**src/rtl/vga_axil_master_fsm_if.sv**
```systemverilog
// ----------------------------------------------------------------------------
// vga_axil_master_fsm_if
//   AXI4-Lite bus bundle between the native-request master and a slave.
//
//   Parameters : ADDR_WIDTH - byte address width
//                DATA_WIDTH - data width (32 or 64)
//   Channels   : AW (awaddr/awvalid/awready), W (wdata/wstrb/wvalid/wready),
//                B (bresp/bvalid/bready), AR (araddr/arvalid/arready),
//                R (rdata/rresp/rvalid/rready)
//   Modports   : master - drives the address/data/ready-for-response side
//                slave  - drives the ready/response side
// ----------------------------------------------------------------------------
interface vga_axil_master_fsm_if #(
    parameter int ADDR_WIDTH = 32,
    parameter int DATA_WIDTH = 32
);
    logic [ADDR_WIDTH-1:0]   awaddr;
    logic                    awvalid;
    logic                    awready;

    logic [DATA_WIDTH-1:0]   wdata;
    logic [DATA_WIDTH/8-1:0] wstrb;
    logic                    wvalid;
    logic                    wready;

    logic [1:0]              bresp;
    logic                    bvalid;
    logic                    bready;

    logic [ADDR_WIDTH-1:0]   araddr;
    logic                    arvalid;
    logic                    arready;

    logic [DATA_WIDTH-1:0]   rdata;
    logic [1:0]              rresp;
    logic                    rvalid;
    logic                    rready;

    modport master (
        output awaddr, awvalid, input  awready,
        output wdata, wstrb, wvalid, input  wready,
        input  bresp, bvalid, output bready,
        output araddr, arvalid, input  arready,
        input  rdata, rresp, rvalid, output rready
    );

    modport slave (
        input  awaddr, awvalid, output awready,
        input  wdata, wstrb, wvalid, output wready,
        output bresp, bvalid, input  bready,
        input  araddr, arvalid, output arready,
        output rdata, rresp, rvalid, input  rready
    );
endinterface

```
**src/rtl/vga_axil_master_fsm.sv**
```systemverilog
// ----------------------------------------------------------------------------
// vga_axil_master_fsm
//   Converts single-beat native write/read requests into AXI4-Lite
//   transactions. The write and read paths are independent FSMs that run
//   concurrently; all outputs are registered.
//
//   Parameters : ADDR_WIDTH - byte address width
//                DATA_WIDTH - data width, 32 or 64 (must match the interface)
//   Ports      : clk, rst          - single clock, synchronous active-high reset
//                wr_req_i/addr/data - write request, taken while wr_ready_o=1
//                wr_ready_o         - write FSM idle
//                wr_done_o          - one-cycle pulse at write completion
//                wr_resp_o          - BRESP of the completed write
//                rd_req_i/rd_addr_i - read request, taken while rd_ready_o=1
//                rd_ready_o         - read FSM idle
//                rd_done_o          - one-cycle pulse at read completion
//                rd_data_o/rd_resp_o- RDATA/RRESP, held until the next read
//                axi                - AXI4-Lite master modport
// ----------------------------------------------------------------------------
module vga_axil_master_fsm #(
    parameter int ADDR_WIDTH = 32,
    parameter int DATA_WIDTH = 32
) (
    input  logic                  clk,
    input  logic                  rst,

    input  logic                  wr_req_i,
    input  logic [ADDR_WIDTH-1:0] wr_addr_i,
    input  logic [DATA_WIDTH-1:0] wr_data_i,
    output logic                  wr_ready_o,
    output logic                  wr_done_o,
    output logic [1:0]            wr_resp_o,

    input  logic                  rd_req_i,
    input  logic [ADDR_WIDTH-1:0] rd_addr_i,
    output logic                  rd_ready_o,
    output logic                  rd_done_o,
    output logic [DATA_WIDTH-1:0] rd_data_o,
    output logic [1:0]            rd_resp_o,

    vga_axil_master_fsm_if.master axi
);

    localparam int unsigned BYTE_LANES = DATA_WIDTH / 8;
    // Clears the byte-offset bits so every access is bus-word aligned.
    localparam logic [ADDR_WIDTH-1:0] ALIGN_MASK = ~ADDR_WIDTH'(BYTE_LANES - 1);

    typedef enum logic [1:0] {
        W_IDLE,
        W_ADDR_DATA,
        W_RESP
    } w_state_e;

    typedef enum logic [1:0] {
        R_IDLE,
        R_ADDR,
        R_DATA
    } r_state_e;

    // ------------------------------------------------------------------
    // Write path registers
    // ------------------------------------------------------------------
    w_state_e              w_state_q;
    logic                  wr_ready_q;
    logic                  wr_done_q;
    logic [1:0]            wr_resp_q;
    logic [ADDR_WIDTH-1:0] awaddr_q;
    logic [DATA_WIDTH-1:0] wdata_q;
    logic                  awvalid_q;
    logic                  wvalid_q;
    logic                  bready_q;

    // A channel is still outstanding after this edge when its valid is up
    // and the slave has not accepted it. Either order of AW/W completion
    // (or both together) is covered by testing both of these.
    logic aw_pend_d;
    logic w_pend_d;

    assign aw_pend_d = awvalid_q & ~axi.awready;
    assign w_pend_d  = wvalid_q  & ~axi.wready;

    always_ff @(posedge clk) begin
        // NOTE: payload registers are reset along with control so that the
        // bus and result outputs read 0 straight after reset.
        if (rst) begin
            w_state_q  <= W_IDLE;
            wr_ready_q <= 1'b1;
            wr_done_q  <= 1'b0;
            wr_resp_q  <= 2'b00;
            awaddr_q   <= '0;
            wdata_q    <= '0;
            awvalid_q  <= 1'b0;
            wvalid_q   <= 1'b0;
            bready_q   <= 1'b0;
        end else begin
            // NOTE: non-blocking assignments keep every register update in
            // this block referring to pre-edge values, whatever the order.
            wr_done_q <= 1'b0;
            case (w_state_q)
                W_IDLE: begin
                    if (wr_req_i) begin
                        awaddr_q   <= wr_addr_i & ALIGN_MASK;
                        wdata_q    <= wr_data_i;
                        awvalid_q  <= 1'b1;
                        wvalid_q   <= 1'b1;
                        wr_ready_q <= 1'b0;
                        w_state_q  <= W_ADDR_DATA;
                    end
                end
                W_ADDR_DATA: begin
                    if (awvalid_q && axi.awready) awvalid_q <= 1'b0;
                    if (wvalid_q && axi.wready)   wvalid_q  <= 1'b0;
                    if (!aw_pend_d && !w_pend_d) begin
                        bready_q  <= 1'b1;
                        w_state_q <= W_RESP;
                    end
                end
                W_RESP: begin
                    if (axi.bvalid) begin
                        wr_resp_q  <= axi.bresp;
                        wr_done_q  <= 1'b1;
                        bready_q   <= 1'b0;
                        wr_ready_q <= 1'b1;
                        w_state_q  <= W_IDLE;
                    end
                end
                default: begin
                    awvalid_q  <= 1'b0;
                    wvalid_q   <= 1'b0;
                    bready_q   <= 1'b0;
                    wr_ready_q <= 1'b1;
                    w_state_q  <= W_IDLE;
                end
            endcase
        end
    end

    // ------------------------------------------------------------------
    // Read path registers
    // ------------------------------------------------------------------
    r_state_e              r_state_q;
    logic                  rd_ready_q;
    logic                  rd_done_q;
    logic [DATA_WIDTH-1:0] rd_data_q;
    logic [1:0]            rd_resp_q;
    logic [ADDR_WIDTH-1:0] araddr_q;
    logic                  arvalid_q;
    logic                  rready_q;

    always_ff @(posedge clk) begin
        if (rst) begin
            r_state_q  <= R_IDLE;
            rd_ready_q <= 1'b1;
            rd_done_q  <= 1'b0;
            rd_data_q  <= '0;
            rd_resp_q  <= 2'b00;
            araddr_q   <= '0;
            arvalid_q  <= 1'b0;
            rready_q   <= 1'b0;
        end else begin
            rd_done_q <= 1'b0;
            case (r_state_q)
                R_IDLE: begin
                    if (rd_req_i) begin
                        araddr_q   <= rd_addr_i & ALIGN_MASK;
                        arvalid_q  <= 1'b1;
                        rd_ready_q <= 1'b0;
                        r_state_q  <= R_ADDR;
                    end
                end
                R_ADDR: begin
                    if (axi.arready) begin
                        arvalid_q <= 1'b0;
                        rready_q  <= 1'b1;
                        r_state_q <= R_DATA;
                    end
                end
                R_DATA: begin
                    if (axi.rvalid) begin
                        rd_data_q  <= axi.rdata;
                        rd_resp_q  <= axi.rresp;
                        rd_done_q  <= 1'b1;
                        rready_q   <= 1'b0;
                        rd_ready_q <= 1'b1;
                        r_state_q  <= R_IDLE;
                    end
                end
                default: begin
                    arvalid_q  <= 1'b0;
                    rready_q   <= 1'b0;
                    rd_ready_q <= 1'b1;
                    r_state_q  <= R_IDLE;
                end
            endcase
        end
    end

    // ------------------------------------------------------------------
    // Outputs
    // ------------------------------------------------------------------
    assign wr_ready_o  = wr_ready_q;
    assign wr_done_o   = wr_done_q;
    assign wr_resp_o   = wr_resp_q;
    assign rd_ready_o  = rd_ready_q;
    assign rd_done_o   = rd_done_q;
    assign rd_data_o   = rd_data_q;
    assign rd_resp_o   = rd_resp_q;

    assign axi.awaddr  = awaddr_q;
    assign axi.awvalid = awvalid_q;
    assign axi.wdata   = wdata_q;
    assign axi.wstrb   = '1;
    assign axi.wvalid  = wvalid_q;
    assign axi.bready  = bready_q;
    assign axi.araddr  = araddr_q;
    assign axi.arvalid = arvalid_q;
    assign axi.rready  = rready_q;

endmodule

```
**src/flat_wrapper.sv**
```systemverilog
// flat-port wrapper written by rule: the top's interface ports become plain ports
module vga_axil_master_fsm_flat 
#(
    parameter int ADDR_WIDTH = 32,
    parameter int DATA_WIDTH = 32
)
  (clk, rst, wr_req_i, wr_addr_i, wr_data_i, wr_ready_o, wr_done_o, wr_resp_o, rd_req_i, rd_addr_i, rd_ready_o, rd_done_o, rd_data_o, rd_resp_o, axi_awaddr, axi_awvalid, axi_awready, axi_wdata, axi_wstrb, axi_wvalid, axi_wready, axi_bresp, axi_bvalid, axi_bready, axi_araddr, axi_arvalid, axi_arready, axi_rdata, axi_rresp, axi_rvalid, axi_rready);
  vga_axil_master_fsm_if #(.ADDR_WIDTH(ADDR_WIDTH), .DATA_WIDTH(DATA_WIDTH)) axi_i ();
  input  logic clk;
  input  logic rst;
  input  logic wr_req_i;
  input  logic [ADDR_WIDTH-1:0] wr_addr_i;
  input  logic [DATA_WIDTH-1:0] wr_data_i;
  output logic wr_ready_o;
  output logic wr_done_o;
  output logic [1:0] wr_resp_o;
  input  logic rd_req_i;
  input  logic [ADDR_WIDTH-1:0] rd_addr_i;
  output logic rd_ready_o;
  output logic rd_done_o;
  output logic [DATA_WIDTH-1:0] rd_data_o;
  output logic [1:0] rd_resp_o;
  output wire logic [$bits(axi_i.awaddr)-1:0] axi_awaddr;
  output wire logic [$bits(axi_i.awvalid)-1:0] axi_awvalid;
  input wire logic [$bits(axi_i.awready)-1:0] axi_awready;
  output wire logic [$bits(axi_i.wdata)-1:0] axi_wdata;
  output wire logic [$bits(axi_i.wstrb)-1:0] axi_wstrb;
  output wire logic [$bits(axi_i.wvalid)-1:0] axi_wvalid;
  input wire logic [$bits(axi_i.wready)-1:0] axi_wready;
  input wire logic [$bits(axi_i.bresp)-1:0] axi_bresp;
  input wire logic [$bits(axi_i.bvalid)-1:0] axi_bvalid;
  output wire logic [$bits(axi_i.bready)-1:0] axi_bready;
  output wire logic [$bits(axi_i.araddr)-1:0] axi_araddr;
  output wire logic [$bits(axi_i.arvalid)-1:0] axi_arvalid;
  input wire logic [$bits(axi_i.arready)-1:0] axi_arready;
  input wire logic [$bits(axi_i.rdata)-1:0] axi_rdata;
  input wire logic [$bits(axi_i.rresp)-1:0] axi_rresp;
  input wire logic [$bits(axi_i.rvalid)-1:0] axi_rvalid;
  output wire logic [$bits(axi_i.rready)-1:0] axi_rready;
  assign axi_awaddr = axi_i.awaddr;
  assign axi_awvalid = axi_i.awvalid;
  assign axi_i.awready = axi_awready;
  assign axi_wdata = axi_i.wdata;
  assign axi_wstrb = axi_i.wstrb;
  assign axi_wvalid = axi_i.wvalid;
  assign axi_i.wready = axi_wready;
  assign axi_i.bresp = axi_bresp;
  assign axi_i.bvalid = axi_bvalid;
  assign axi_bready = axi_i.bready;
  assign axi_araddr = axi_i.araddr;
  assign axi_arvalid = axi_i.arvalid;
  assign axi_i.arready = axi_arready;
  assign axi_i.rdata = axi_rdata;
  assign axi_i.rresp = axi_rresp;
  assign axi_i.rvalid = axi_rvalid;
  assign axi_rready = axi_i.rready;
  vga_axil_master_fsm #(.ADDR_WIDTH(ADDR_WIDTH), .DATA_WIDTH(DATA_WIDTH)) u_core (.clk(clk), .rst(rst), .wr_req_i(wr_req_i), .wr_addr_i(wr_addr_i), .wr_data_i(wr_data_i), .wr_ready_o(wr_ready_o), .wr_done_o(wr_done_o), .wr_resp_o(wr_resp_o), .rd_req_i(rd_req_i), .rd_addr_i(rd_addr_i), .rd_ready_o(rd_ready_o), .rd_done_o(rd_done_o), .rd_data_o(rd_data_o), .rd_resp_o(rd_resp_o), .axi(axi_i));
endmodule
```
**config.mk**
```make
export PLATFORM = sky130hd
export DESIGN_NAME = vga_axil_master_fsm_flat
export DESIGN_NICKNAME = d
export VERILOG_FILES = /design/src/rtl/vga_axil_master_fsm_if.sv /design/src/rtl/vga_axil_master_fsm.sv /design/src/flat_wrapper.sv
export SDC_FILE = /design/constraint.sdc
export NUM_CORES = 1
export LEC_CHECK = 0
export CORE_MARGIN = 4
export CORE_UTILIZATION = 39
export DETAILED_ROUTE_END_ITERATION = 16
export MAX_ROUTING_LAYER = met4
export PLACE_DENSITY = 0.86
export REMOVE_ABC_BUFFERS = 1
export SYNTH_ARGS = -nofsm -noshare
export SYNTH_HDL_FRONTEND = slang
export SYNTH_SLANG_ARGS = --single-unit
```
**constraint.sdc**
```tcl
create_clock -name clk -period 1.8 [get_ports clk]
set_clock_uncertainty 0.2 [all_clocks]
set_input_delay 0.36 -clock clk [delete_from_list [all_inputs] [get_ports clk]]
set_output_delay 0.36 -clock clk [all_outputs]
set_load 0.02 [all_outputs]
```
; Word level (Yosys, flattened, before mapping)
; Cells that the tools add are included.
[word_totals]
elab_cells = 91
reg_bits = 141
[op_classes]
muxes = 30
n_eq_ne = 12
n_bitwise = 10
n_reduce_logical = 22
[ops]
columns = op, n
row1 = AND reduction 3 bit, 9
row2 = case mux 1 bit (3 select lines), 7
row3 = 2-to-1 mux 1 bit, 15
row4 = 2-to-1 mux 2 bit, 6
row5 = case mux 2 bit (3 select lines), 2
row6 = "inequality test 2 bit, second input constant", 5
row7 = inverter 1 bit, 8
row8 = AND reduction 2 bit, 4
row9 = "inequality test 2 x 1 -> 1 bit, second input constant", 3
row10 = "== test 2 x 1 -> 1 bit, second input constant", 2
row11 = "== test 2 bit, second input constant", 2
row12 = zero test 2 bit, 2
row13 = OR reduction 2 bit, 2
row14 = logical AND 1 bit, 3
row15 = AND 1 bit, 2
row16 = zero test 1 bit, 2

; Logic depth before layout (Yosys ltp)
[depth]
ltp_word = 6
depth_mapped = 6
ltp_nobuf = 3

; Worst setup path after synthesis
; No wires, ideal clock.
[synth_path]
kind = reg-to-reg
startpoint = register u_core.r_state_q[1]
endpoint = register u_core.araddr_q[24] (netlist: u_core.axi.araddr[24])
required_ps = 1461
period_less_slack_ps = 1500
stages_incl_launch_ff = 7
slack_ps = 300
setup_ps = 139
n_path_buf = 3
t_arrival_ps = 1160
path_cell_list = dfxtp_1 -> buf_6 -> or3b_1 -> buf_2 -> buf_6 -> nand2_2 -> a21oi_2
[synth_via]
elab_chain_cells = 2
[synth_rtl]
columns = item, line
row1 = "start, declared", vga_axil_master_fsm.sv:141  ; r_state_e r_state_q;
row2 = "start signal, assigned", vga_axil_master_fsm.sv:152  ; r_state_q <= R_IDLE;
row3 = "start signal, assigned", vga_axil_master_fsm.sv:168  ; r_state_q <= R_ADDR;
row4 = "start signal, assigned", vga_axil_master_fsm.sv:175  ; r_state_q <= R_DATA;
row5 = zero test 2 bit, vga_axil_master_fsm.sv:162  ; case (r_state_q)
row6 = AND reduction 2 bit (no line), n/a
row7 = "end signal, assigned", vga_axil_master_fsm.sv:165  ; araddr_q <= rd_addr_i & ALIGN_MASK;
row8 = "end, declared", vga_axil_master_fsm.sv:146  ; logic [ADDR_WIDTH-1:0] araddr_q;
; Every way passes these cells.
; A chain may end at the register's enable or synchronous reset.

; Worst setup path in the final report
[layout_path]
startpoint = register u_core.wdata_q[0] (netlist: u_core.axi.wdata[0])
endpoint = output port axi_wdata[0]
[layout_lines]
columns = item, line
row1 = "start, declared", vga_axil_master_fsm.sv:68  ; logic [DATA_WIDTH-1:0] wdata_q;
row2 = "start signal, assigned", vga_axil_master_fsm.sv:103  ; wdata_q <= wr_data_i;
row3 = "end, declared", flat_wrapper.sv:26  ; output wire logic [$bits(axi_i.wdata)-1:0] axi_wdata;
; No word-level cell between the ends.

==> results_dict.tcl <==
set metrics [dict create \
    routed_wl_um 15300 \
    placed_cell_area_mm2 0.00793 \
    setup.worst_path.start "u_core.axi.wdata[0]" \
    final_common_cell "nand2_1" \
    path_max_fanout 2 \
    status "complete, no violations" \
    maxSlewViolCount 0 \
    hold_class "in2reg" \
    r2r_start "u_core.w_state_q[1]" \
    rsz0062_at_grt "no" \
    post-route-cell-area_mm2 0.00838 \
    cts-root-buf "clkbuf_16" \
    drt_iter0_markers 284 \
    io_pins 286 \
    critPathLaunchType "flip-flop" \
    cap_violations 0 \
    clockBufferDepth 2 \
    layout_common_cells "245 x nand2_1, 141 x dfxtp_1, 137 x dlygate4sd2_1, 135 x clkdlybuf4s50_1, 124 x a21oi_1" \
    crit_buf_inv 1 \
    power.density_mw_per_mm2 998 \
    period_share_pct 93.7 \
    sequentialPowerShare_pct 40.8 \
    clock_latency_ps 410 \
    worstPathArrival_ps 1130 \
    cp_cell_sequence "dlygate4sd2_1" \
    swShare_pct 25.2 \
    critPathCaptureType "output port" \
    leakage_nw 3.72 \
    vdd_drop_max_uv 531 \
    io_buffers 273 \
    cts.sinks 141 \
    slowest_delay_ps 390 \
    path_class "reg2out" \
    p_sw_w 0.00211 \
    crit_family "buffers and inverters" \
    crit_path_top_delay_cell "dlygate4sd2_1" \
    core-area_mm2 0.0128 \
    fillers 1079 \
    ys_seq_area_share_pct 54.8 \
    hpwlAfterDp_um 11000 \
    die_w_um 123 \
    finalHoldViolations 0 \
    start_util_pct 40.3 \
    synth_warnings 0 \
    num_antenna_cells 0 \
    layout.nets 1026 \
    drc_errors 0 \
    hp-start "rst" \
    yosys_register_bits 141 \
    ant_nets 0 \
    wire_per_inst_um 14.4 \
    setup_viol 0 \
    die-area_mm2 0.0151 \
    postCtsHoldBufs 0 \
    syn_inst 626 \
    grt_pass1_vias 4749 \
    cts_tree "built" \
    pwr-share-clk_pct 43.0 \
    drive_gt1_share_pct 8.03 \
    drt_first_pass_iters 4 \
    required_ps 1240 \
    antenna_found_initial 0 \
    gp_congestion 0.859 \
    synth_top_area_cell "dfxtp_1" \
    synth.cell_area_mm2 0.00515 \
    synthDistinctLibCells 29 \
    area_delta_synth_final_pct 62.6 \
    die_y_um 123 \
    intPower_w 0.00625 \
    post-route-min-period_ps 1690 \
    cts_made_buffers 17 \
    grt_max_degree 66 \
    finalPower_w 0.00836 \
    fmax_mhz 593 \
    htree_levels 4 \
    grt.total_usage_pct 20.1 \
    synthTopCellsByArea "dfxtp_1 55%, nand2_1 18%, a21oi_1 12%" \
    grt_pass1_wl_um 23100 \
    syn_area_per_cell_um2 8.23 \
    clk_pin_slew_ps 60 \
    vias_per_cell 4.70 \
    setup_tns_ps 0 \
    overflow 0 \
    post-cts-setup-buffers 0 \
    fp-row-count 41 \
    synthDominantCellAreaShare_pct 54.8 \
    vias 5024 \
    pwr-share-comb_pct 16.2 \
]
logic make-up (layout without fill, tap and decap cells):
logic type	Yosys count	in the layout	synth area share, %
and+or+nand+nor	281	281	22.3
AOI/OAI and AO/OA	142	142	14.6
other	2	8	0.146
muxes	2	2	0.389
buffers and inverters	58	323	7.75
DFF	141	141	54.8
final cells by class:
class                   instances  area, µm²  area share, %
inverters                       3       11.3          0.134
well taps                     172        215           2.57
clock inverters                10        136           1.63
repair buffers                289       2750           32.9
flip-flops and latches        141       2820           33.7
multi-input cells             433       1960           23.4
clock buffers                  21        480           5.74
path summary, 6_finish.rpt:
path,end,slack (ps),cells after the start
max reg2reg,u_core.axi.awaddr[23],160,4
min reg2reg,u_core.axi.araddr[3],250,2
max,axi_wdata[0],110,1
min,u_core.wr_done_o,150,2
power groups by stage:
stage / combinational (W) / sequential [W] / clock, W
final: 0.00135 / 0.00341 / 0.00360
after global routing: 0.00146 / 0.00343 / 0.00380
after CTS: 0.00137 / 0.00341 / 0.00369
after detailed placement: 0.00148 / 0.00348 / 0
after global placement: 0.00146 / 0.00347 / 0
after floorplan: 0.000371 / 0.00371 / 0
registers in the layout, indices dropped and copies added, names as in the netlist:
name	count
u_core.rd_done_o	1
u_core.w_state_q	2
u_core.wr_resp_o	2
u_core.axi.bready	1
u_core.wr_done_o	1
u_core.wr_ready_o	1
u_core.rd_resp_o	2
u_core.axi.wvalid	1
u_core.axi.wdata	32
u_core.rd_ready_o	1
u_core.axi.rready	1
u_core.axi.araddr	30
u_core.axi.awvalid	1
u_core.r_state_q	2
u_core.axi.awaddr	30
u_core.rd_data_o	32
u_core.axi.arvalid	1
layer usage:
layer | track usage (%) | vias up | part of all wire [%]
met5 | - | - | 0
met4 | 9.59 | 0 | 3.4
met3 | 5.54 | 38 | 7.5
met2 | 34.1 | 189 | 51
met1 | 21.8 | 2280 | 39
li1 | - | 2517 | -
repair_timing:
action / CTS / global route
hold endpoints to repair: 0 / 0
resized for setup: 137 / 0
endpoints found under the setup margin: 137 / 0
synthesized netlist by cell type, drive strengths merged:
library cell  number
buf               41
mux2i              2
nand4              1
nand3b             4
and3b              1
o31ai              1
or3b               4
o21ai              5
conb               2
nor3b              3
nor2b              1
nand2            254
clkbuf            14
dfxtp            141
a21oi            133
a31oi              1
nor3               1
nand2b             2
inv                3
nor2              10
a21o               1
o41ai              1
metrics by stage:
stage / hold WS, ps / instances / setup WS [ps] / util, %
2_1_floorplan: 222 / 577 / -2510 / -
3_3_place_gp: 240 / 1038 / -266 / 62.1
3_5_place_dp: 246 / 1038 / -287 / 62.1
4_1_cts: 130 / 1069 / 84.6 / 65.6
5_1_grt: 145 / 1069 / 56.9 / 65.6
6_report: 146 / 1069 / 114 / 65.6
Power figures use the tool's default switching activity.
==> variant, RTL diff (same flow settings) <==
`ADDR_WIDTH` is set to 32 in 3 places; all go to 36.
--- a/src/rtl/vga_axil_master_fsm_if.sv
+++ b/src/rtl/vga_axil_master_fsm_if.sv
@@ -12,5 +12,5 @@
 // ----------------------------------------------------------------------------
 interface vga_axil_master_fsm_if #(
-    parameter int ADDR_WIDTH = 32,
+    parameter int ADDR_WIDTH = 36,
     parameter int DATA_WIDTH = 32
 );
--- a/src/rtl/vga_axil_master_fsm.sv
+++ b/src/rtl/vga_axil_master_fsm.sv
@@ -19,5 +19,5 @@
 // ----------------------------------------------------------------------------
 module vga_axil_master_fsm #(
-    parameter int ADDR_WIDTH = 32,
+    parameter int ADDR_WIDTH = 36,
     parameter int DATA_WIDTH = 32
 ) (
--- a/src/flat_wrapper.sv
+++ b/src/flat_wrapper.sv
@@ -2,5 +2,5 @@
 module vga_axil_master_fsm_flat 
 #(
-    parameter int ADDR_WIDTH = 32,
+    parameter int ADDR_WIDTH = 36,
     parameter int DATA_WIDTH = 32
 )
Ports: changed (resized axi_araddr, axi_awaddr, rd_addr_i and wr_addr_i); port bits go from 286 to 302. The function was not compared with the original's and may differ.
==> variant against the unedited design <==
- final area grew 5.3%
- sequential cell count grew 8
- area after synthesis grew 2.6%
- wire length grew 7.5%
- utilization grew 1.0 points
- power grew 3.7%
- worst setup slack lost 0.059 ns
- global-route usage grew 1.2 points
- sequential share of layout area grew 0.13 points
- critical path type is now in -> reg
- largest cell class is now non-clock buffers
- largest power group is now registers
- highest routed layer unchanged
==> variant: results (changes against the unedited design) <==
| Stage | Item | This run | Delta |
| --- | --- | --- | --- |
| clock tree | Post-cts gate resize count | 145 | was 137 |
| power and ir drop | Part of the power in combinational logic | 17.1% | was 16.2% |
| power and ir drop | Part of the total power dissipated in the clock network | 41.3% | was 43.0% |
| synthesis | Cell types with the highest counts after synthesis | sky130_fd_sc_hd__nand2_1 (270), sky130_fd_sc_hd__dfxtp_1 (149), sky130_fd_sc_hd__a21oi_1 (141), sky130_fd_sc_hd__buf_2 (23), sky130_fd_sc_hd__clkbuf_1 (19) | was sky130_fd_sc_hd__nand2_1 (245), sky130_fd_sc_hd__dfxtp_1 (141), sky130_fd_sc_hd__a21oi_1 (124), sky130_fd_sc_hd__buf_6 (16), sky130_fd_sc_hd__clkbuf_1 (14) |
| synthesis | Sequential share of the synthesized area | 56.45% | was 54.80% |
| power and ir drop | Net Switching | 0.002186 W | was 0.002108 W |
| synthesis | Count of cell types in the netlist | 26 | was 29 |
| routing | Wire per inst | 14.66 um | was 14.35 um |
| sta | Total negative slack | 0 ns | unchanged |
| sta | Shortest period the worst path allows | 1.745 ns | was 1.686 ns |
| synthesis | Post-synthesis area per instance | 8.006 um2 | was 8.229 um2 |
| power and ir drop | P_comb | 0.00149 W | was 0.00135 W |
| global routing | Pin count of the biggest net entering global routing | 79 | was 66 |
| placement | Port Buffers | 289 | was 273 |
| global routing | Gr usage total | 21.28% | was 20.10% |
| power and ir drop | Leakage power summed over all cells | 3.943 nW | was 3.722 nW |
| power and ir drop | Peak supply drop | 624.3 uV | was 530.7 uV |
| placement | Pre-CTS WS | -0.3455 ns | was -0.2865 ns |
| run status | Run status | finished, final reports clean | unchanged |
| global routing | First-pass GRT wire length | 25990 um | was 23120 um |
| final layout | Final-stage net count | 1085 | was 1026 |
| setup path | Maximum net fanout on the critical path | 66 | was 2 |
| routing | Vias | 5345 | was 5024 |
| setup path | Largest stage delay on the critical path | 0.51 ns | was 0.39 ns |
| placement | Half-perimeter wire length after placement | 11980 um | was 11010 um |
| setup path | Capturing instance or port of the critical path | u_core.axi.wdata[6]$_SDFFE_PP0P_ | was axi_wdata[0] |
| routing | Vias per Instance | 4.751 | was 4.700 |
| setup path | Top delay family on crit path | buffers and inverters | unchanged |
| setup path | Startpoint of the lowest-slack register-to-register path | u_core.w_state_q[0]$_SDFFE_PP0P_ | was u_core.w_state_q[1]$_SDFFE_PP0P_ |
| synthesis | Top post-synthesis cells by area | sky130_fd_sc_hd__dfxtp_1 (56%), sky130_fd_sc_hd__nand2_1 (19%), sky130_fd_sc_hd__a21oi_1 (13%) | was sky130_fd_sc_hd__dfxtp_1 (55%), sky130_fd_sc_hd__nand2_1 (18%), sky130_fd_sc_hd__a21oi_1 (12%) |
| final layout | Fill cells | 1134 | was 1079 |
| setup path | Cell at the slowest stage of the critical path | sky130_fd_sc_hd__clkdlybuf4s50_1 | was sky130_fd_sc_hd__dlygate4sd2_1 |
| setup path | R2R Setup Slk | 0.19 ns | was 0.16 ns |
| placement | Area after detailed placement | 8396 um2 | was 7931 um2 |
| global routing | Via count of the first global-routing pass | 5233 | was 4749 |
[variant: per-layer routing]
metal | GRT usage, % | share of wire [%] | vias up
met1 | 22.66 | 39 | 2429
met5 | - | 0 | -
li1 | - | - | 2659
met2 | 36.58 | 51 | 211
met4 | 9.865 | 3.6 | 0
met3 | 6.046 | 6.4 | 46
[variant: cell type report]
cell class,count,area (um2),area share [%]
clock buffer,23,478.0,5.421
clock inverter,9,125.1,1.419
inverter,3,11.26,0.1277
multi-input combinational,457,2011,22.80
sequential,149,2983,33.83
tap,176,220.2,2.498
timing repair buffer,308,2989,33.90
[variant: kinds of logic (layout without fill, tap and decap cells)]
| logic type | count (synthesis) | in the layout | synth area share, % |
|---|---|---|---|
| DFF | 149 | 149 | 56.45 |
| other | 2 | 8 | 0.1421 |
| and+or+nand+nor | 297 | 297 | 22.47 |
| buffers and inverters | 60 | 343 | 6.157 |
| muxes | 2 | 2 | 0.3789 |
| AOI/OAI and AO/OA | 150 | 150 | 14.40 |
